**src/rtl/dsp_seq_pkg.sv**
```systemverilog
// Shared types and constants for the DSP MAC job sequencer.
//   state_t  : controller state encoding.
//   A_W/B_W/Z_W : DSP38 operand and result widths.
//   desc_t   : job descriptor latched at accept.
//              DESC_LEN_W bounds the LEN_W parameter of the sequencer (LEN_W <= 16).
package dsp_seq_pkg;

  typedef enum logic [1:0] {
    IDLE,
    RUN,
    DRAIN,
    DONE
  } state_t;

  localparam int A_W        = 20;
  localparam int B_W        = 18;
  localparam int Z_W        = 38;
  localparam int SHIFT_W    = 6;
  localparam int DESC_LEN_W = 16;

  typedef struct packed {
    logic [DESC_LEN_W-1:0] len;
    logic [SHIFT_W-1:0]    shift;
    logic                  round;
    logic                  sat;
    logic                  subtract;
    logic                  unsigned_a;
    logic                  unsigned_b;
  } desc_t;

endpackage

```
**src/rtl/dsp_mac_sequencer.sv**
```systemverilog
// Job-level controller for one DSP38 MULTIPLY_ADD_SUB slice (input registers
// on, output registers off). Accepts a descriptor, streams cfg_len operand
// pairs into the slice while sequencing LOAD_ACC, waits DSP_LAT cycles and
// returns the 38-bit dot product on a valid/ready port.
//
// Ports:
//   clk, lreset          clock, synchronous active-high reset
//   cfg_*                job descriptor handshake (cfg_ready high only in IDLE)
//   op_valid/op_ready    operand pair stream, op_a (20b) x op_b (18b)
//   res_valid/res_ready  result handshake, res_data (38b) straight from dsp_z
//   busy                 controller not idle
//   dsp_*                drive / observe the external DSP38 instance
module dsp_mac_sequencer
  import dsp_seq_pkg::*;
#(
  parameter int LEN_W   = 8,
  parameter int DSP_LAT = 1
) (
  input  logic              clk,
  input  logic              lreset,
  input  logic              cfg_valid,
  output logic              cfg_ready,
  input  logic [LEN_W-1:0]  cfg_len,
  input  logic [5:0]        cfg_shift,
  input  logic              cfg_round,
  input  logic              cfg_sat,
  input  logic              cfg_subtract,
  input  logic              cfg_unsigned_a,
  input  logic              cfg_unsigned_b,
  input  logic              op_valid,
  output logic              op_ready,
  input  logic [A_W-1:0]    op_a,
  input  logic [B_W-1:0]    op_b,
  output logic              res_valid,
  input  logic              res_ready,
  output logic [Z_W-1:0]    res_data,
  output logic              busy,
  output logic [A_W-1:0]    dsp_a,
  output logic [B_W-1:0]    dsp_b,
  input  logic [Z_W-1:0]    dsp_z,
  output logic [2:0]        dsp_feedback,
  output logic [5:0]        dsp_acc_fir,
  output logic              dsp_load_acc,
  output logic              dsp_unsigned_a,
  output logic              dsp_unsigned_b,
  output logic              dsp_saturate,
  output logic [5:0]        dsp_shift_right,
  output logic              dsp_round,
  output logic              dsp_subtract
);

  localparam int LAT_W = (DSP_LAT < 2) ? 1 : $clog2(DSP_LAT + 1);

  state_t             state_reg, state_next;
  desc_t              desc_reg, desc_next;
  logic [LEN_W-1:0]   rem_reg, rem_next;
  logic [LAT_W-1:0]   lat_reg, lat_next;
  logic [A_W-1:0]     a_reg, a_next;
  logic [B_W-1:0]     b_reg, b_next;
  logic               load_reg, load_next;
  logic [Z_W-1:0]     res_data_reg, res_data_next;
  logic               res_valid_reg, res_valid_next;
  logic               first;

  // No pair has been accepted yet while the remaining count still equals the
  // job length, so the "first" flag falls out of the counter directly.
  assign first = (DESC_LEN_W'(rem_reg) == desc_reg.len);

  always_comb begin
    state_next     = state_reg;
    desc_next      = desc_reg;
    rem_next       = rem_reg;
    lat_next       = lat_reg;
    res_data_next  = res_data_reg;
    res_valid_next = res_valid_reg;
    // Operands default to zero so every non-beat cycle adds nothing.
    a_next         = '0;
    b_next         = '0;
    load_next      = 1'b0;

    case (state_reg)
      IDLE: begin
        if (cfg_valid) begin
          desc_next.len        = DESC_LEN_W'(cfg_len);
          desc_next.shift      = cfg_shift;
          desc_next.round      = cfg_round;
          desc_next.sat        = cfg_sat;
          desc_next.subtract   = cfg_subtract;
          desc_next.unsigned_a = cfg_unsigned_a;
          desc_next.unsigned_b = cfg_unsigned_b;
          rem_next             = cfg_len;
          res_data_next        = '0;
          if (cfg_len == '0) begin
            state_next     = DONE;
            res_valid_next = 1'b1;
          end else begin
            state_next = RUN;
          end
        end
      end

      RUN: begin
        // A bubble before the first beat keeps the accumulator cleared.
        load_next = ~first;
        if (op_valid) begin
          a_next   = op_a;
          b_next   = op_b;
          rem_next = rem_reg - LEN_W'(1);
          if (rem_reg == LEN_W'(1)) begin
            state_next = DRAIN;
            lat_next   = LAT_W'(DSP_LAT);
          end
        end
      end

      DRAIN: begin
        load_next = 1'b1;
        // The cycle that takes lat to zero is the one where dsp_z carries
        // the final contribution.
        if (lat_reg <= LAT_W'(1)) begin
          lat_next       = '0;
          res_data_next  = dsp_z;
          res_valid_next = 1'b1;
          state_next     = DONE;
        end else begin
          lat_next = lat_reg - LAT_W'(1);
        end
      end

      DONE: begin
        if (res_ready) begin
          res_valid_next = 1'b0;
          state_next     = IDLE;
        end
      end

      default: state_next = IDLE;
    endcase
  end

  always_ff @(posedge clk) begin
    if (lreset) begin
      state_reg     <= IDLE;
      desc_reg      <= '0;
      rem_reg       <= '0;
      lat_reg       <= '0;
      a_reg         <= '0;
      b_reg         <= '0;
      load_reg      <= 1'b0;
      res_data_reg  <= '0;
      res_valid_reg <= 1'b0;
    end else begin
      state_reg     <= state_next;
      desc_reg      <= desc_next;
      rem_reg       <= rem_next;
      lat_reg       <= lat_next;
      a_reg         <= a_next;
      b_reg         <= b_next;
      load_reg      <= load_next;
      res_data_reg  <= res_data_next;
      res_valid_reg <= res_valid_next;
    end
  end

  // Handshake outputs are forced low while reset is held so that nothing is
  // accepted or presented during the reset cycle itself.
  assign cfg_ready = (state_reg == IDLE) && !lreset;
  assign op_ready  = (state_reg == RUN) && !lreset;
  assign busy      = (state_reg != IDLE) && !lreset;
  assign res_valid = res_valid_reg && !lreset;
  assign res_data  = lreset ? '0 : res_data_reg;

  assign dsp_a           = a_reg;
  assign dsp_b           = b_reg;
  assign dsp_load_acc    = load_reg;
  assign dsp_feedback    = 3'd0;
  assign dsp_acc_fir     = 6'd0;
  assign dsp_unsigned_a  = desc_reg.unsigned_a;
  assign dsp_unsigned_b  = desc_reg.unsigned_b;
  assign dsp_saturate    = desc_reg.sat;
  assign dsp_shift_right = desc_reg.shift;
  assign dsp_round       = desc_reg.round;
  assign dsp_subtract    = desc_reg.subtract;

endmodule

```
**config.mk**
```make
export PLATFORM = sky130hd
export DESIGN_NAME = dsp_mac_sequencer
export DESIGN_NICKNAME = d
export VERILOG_FILES = /design/src/rtl/dsp_seq_pkg.sv /design/src/rtl/dsp_mac_sequencer.sv
export SDC_FILE = /design/constraint.sdc
export NUM_CORES = 1
export LEC_CHECK = 0
export BUFFER_PORTS_ARGS = -buffer_cell sky130_fd_sc_hd__buf_2
export CORE_MARGIN = 2
export CORE_UTILIZATION = 42
export CTS_CLUSTER_DIAMETER = 50
export CTS_CLUSTER_SIZE = 24
export DETAILED_ROUTE_END_ITERATION = 12
export GPL_TIMING_DRIVEN = 1
export PLACE_DENSITY_LB_ADDON = 0.1
export SLEW_MARGIN = 20
export SYNTH_ARGS = -nofsm -noshare
export SYNTH_HDL_FRONTEND = slang
export SYNTH_SLANG_ARGS = --single-unit
```
**constraint.sdc**
```tcl
create_clock -name clk -period 1.7 [get_ports clk]
set_input_delay 0.085 -clock clk [delete_from_list [all_inputs] [get_ports clk]]
set_output_delay 0.085 -clock clk [all_outputs]
set_load 0.02 [all_outputs]
```
==> flow_summary_export.csv <==
group,metric,value,unit
timing,timing.final.crit_share,99.1,%
clock_tree,cts.sinks,107,
final_layout,largest_reg_flops,38,
die,rows,36,
pwr,power.internal,4.78,mW
worst_setup_path,crit_chain,"inv_1 > ha_2 > and2b_2 > buf_6 > nor3_4 > buf_6 > clkbuf_16 > a22o_1",
timing,setup_tns,0,ns
synthesis,synthArstFlopShare,0,%
routing,drt.antenna.violating_nets,0,
synthesis,yosys_warnings,0,
final_layout,final_cell_mix,"buf_2, dfxtp_1, dlygate4sd3_1",
clock_tree,htree_levels,3,
synthesis,yosysSeqAreaShare,51.1,%
worst_hold_path,hold_path_class,"input pin to register",
worst_setup_path,max_stage_delay,0.36,ns
synthesis,synth_ff_type,"dfxtp_1",
die,die_x,104,um
pwr,combPwrFrac,40.3,%
global_routing,grt_max_degree,42,
routing,wl,12900,um
timing,slew_violations,0,
global_routing,grt-ovfl-total,0,
timing,finalSetupViolCount,0,
worst_setup_path,arrival,2.00,ns
routing,drc,0,
timing,post-route-min-period,1.68,ns
final_layout,layout_commonest_cell,"buf_2",
pwr,clkPwrFrac,19.7,%
timing,skew,0.0107,ns
timing,grt_setup_unrepaired,"yes",
final_layout,utilization,68.2,%
synthesis,synth_area_leaders,"dfxtp_1, a22o_1, nor2b_1",
clock_tree,clock-root-buffer,"clkbuf_8",
worst_setup_path,cp-end-kind,"register",
pwr,cellPowerDensity,1130,nW/um^2
clock_tree,clock_latency,0.37,ns
clock_tree,cts_tree,"yes",
timing,clock.fmax,594,MHz
final_layout,fillers,782,
global_routing,grt_pass1_vias,4233,
synthesis,synth_top_area_share,51.1,%
placed_design,post-place-cells,738,
worst_setup_path,path_delay_family,"buffers and inverters",
final_layout,synthToLayoutAreaGrowth,58.1,%
die,die-area,10800,um^2
worst_setup_path,cp_max_fo,9,
routing,vias,4147,
pwr,leakagePower,3.24,nW
placed_design,dp_worst_setup_slack,-0.0230,ns
worst_setup_path,worst_ep_required_time,2.01,ns
worst_setup_path,crit_type,"register to register",
pwr,swShare,36.1,%
clock_tree,cts.clk_slew.worst_paths,0.11,ns
pwr,seqPwrFrac,40.0,%
global_routing,antenna_found_initial,0,
pwr,total_power,7.47,mW
worst_setup_path,cp_common_cell,"buf_6",
final_layout,regArea,2150,um^2
clock_tree,cts_buffer_depth,2,
timing,tightestPinTransition,0.529,ns
routing,drt-wirelength-per-cell,15.0,um
timing,max-slew-margin-rel,64.4,%
placed_design,io_buffers,191,
clock_tree,cts_buffers,9,
worst_setup_path,cp_slowest_cell,"dfxtp_2",
synthesis,ys_ff_latch,107,
routing,dr.pass1.iters,6,
global_routing,grt_pass1_wl,19900,um
run,max_cap_viol_count,0,
die,start_util,43.1,%
synthesis,avgSynthCellArea,9.78,um^2
synthesis,yosys.area.top_type,"dfxtp_1",
worst_setup_path,crit_buf_inv,4,
final_layout,multi_input_area,1790,um^2
synthesis,synth_cell_types,44,
routing,viasPerCell,4.83,
placed_design,gp_congestion,0.798,
final_layout,layout.nets,828,
synthesis,synth_edf_count,0,
routing,drt_iter0_drc,119,
pwr,power.switching,2.69,mW
worst_setup_path,worstSetupStartpointType,"register",
timing,fin_hold_ws,0.0553,ns
die,ios,201,
final_layout,drive_gt1_share,36.5,%
die,die_height,104,um
synthesis,synthCells,429,
synthesis,netlist_area,4200,um^2
run_status,status,"completed",
global_routing,grt.total_usage,22.5,%
timing,timing.final.ws_setup,0.0151,ns
die,core_region_area,9730,um^2
final_layout,fin_cells,859,
final_layout,antenna_cells,0,
final_layout,final_cell_area,6630,um^2
pwr,ir_worst_vdd,0.508,mV
placed_design,dp_hpwl,7630,um
timing,hold_violations,0,
placed_design,dpl-instance-area,5300,um^2
-- Yosys cell counts, types with 3 or more instances --
| cell | number |
|---|---|
| dfxtp_1 | 107 |
| nand2_1 | 43 |
| nor2b_1 | 43 |
| a22o_1 | 39 |
| and3_1 | 38 |
| a21oi_1 | 32 |
| clkbuf_1 | 23 |
| buf_4 | 15 |
| nor2_1 | 8 |
| o21ai_0 | 8 |
| xnor2_1 | 8 |
| ha_1 | 7 |
| clkbuf_8 | 6 |
| inv_1 | 6 |
| nor4_1 | 5 |
| nor3_1 | 3 |
| o31ai_1 | 3 |
| or3_1 | 3 |
-- worst min-delay path, stage by stage --
cell and delay, ns:
buf_2 0.09, inv_1 0.07, o21ai_0 0.09, o31ai_1 0.06
-- power groups by stage --
stage | logic (mW) | registers [mW] | clock network (mW)
2_1_floorplan | 1.72 | 3.13 | 0
3_3_place_gp | 2.60 | 3.03 | 0
3_5_place_dp | 2.64 | 3.04 | 0
4_1_cts | 2.92 | 2.99 | 1.51
5_1_grt | 3.29 | 3.02 | 1.61
6_report | 3.01 | 2.99 | 1.47
-- final timing paths --
kind | slack, ns | start | cells after the start | endpoint
worst max-delay path | 0.02 | state_reg[0] | 8 | res_data_reg[13]
worst min-delay path | 0.06 | res_ready | 4 | res_valid_reg
worst max register to register | 0.02 | state_reg[0] | 8 | res_data_reg[13]
worst min register to register | 0.46 | dsp_unsigned_a | 2 | dsp_unsigned_a
-- cells by family (layout without fill, tap and decap cells) --
logic type      after synthesis  count (layout)  share of synthesized area [%]
fa+ha+maj                     7               7                           2.09
simple gates                156             156                           20.8
buf+inv                      55             344                           7.93
xor+xnor                      8               8                           1.67
other cells                   1               9                         0.0894
compound gates               95              95                           16.3
flops                       107             107                           51.1
-- area by class of cell --
type / instances / area share (%)
Clock inverter: 7 / 0.887
Timing Repair Buffer: 321 / 35.0
Clock buffer: 9 / 1.87
Sequential cell: 107 / 32.4
Tap cell: 133 / 2.51
Multi-Input combinational cell: 275 / 27.0
Inverter: 7 / 0.415
-- layer usage --
metal  vias up  track usage [%]  wire (um)  part of all wire, %
met5         -                0          0                    0
met4         0             8.40        263                  2.0
met3        21             5.70        789                  6.1
met2       148             38.8       6210                   48
met1      1933             27.0       5600                   44
li1       2045                -          -                    -
-- repair_timing --
item | in CTS | in global routing
hold endpoints to repair | 96 | 0
buffers inserted | 1 | 3
hold buffers | 95 | 0
endpoints found under the setup margin | 8 | 49
pin swaps | 3 | 9
gates resized for setup | 6 | 12
cloned | 1 | 5
(Power assumes the default switching activity.)
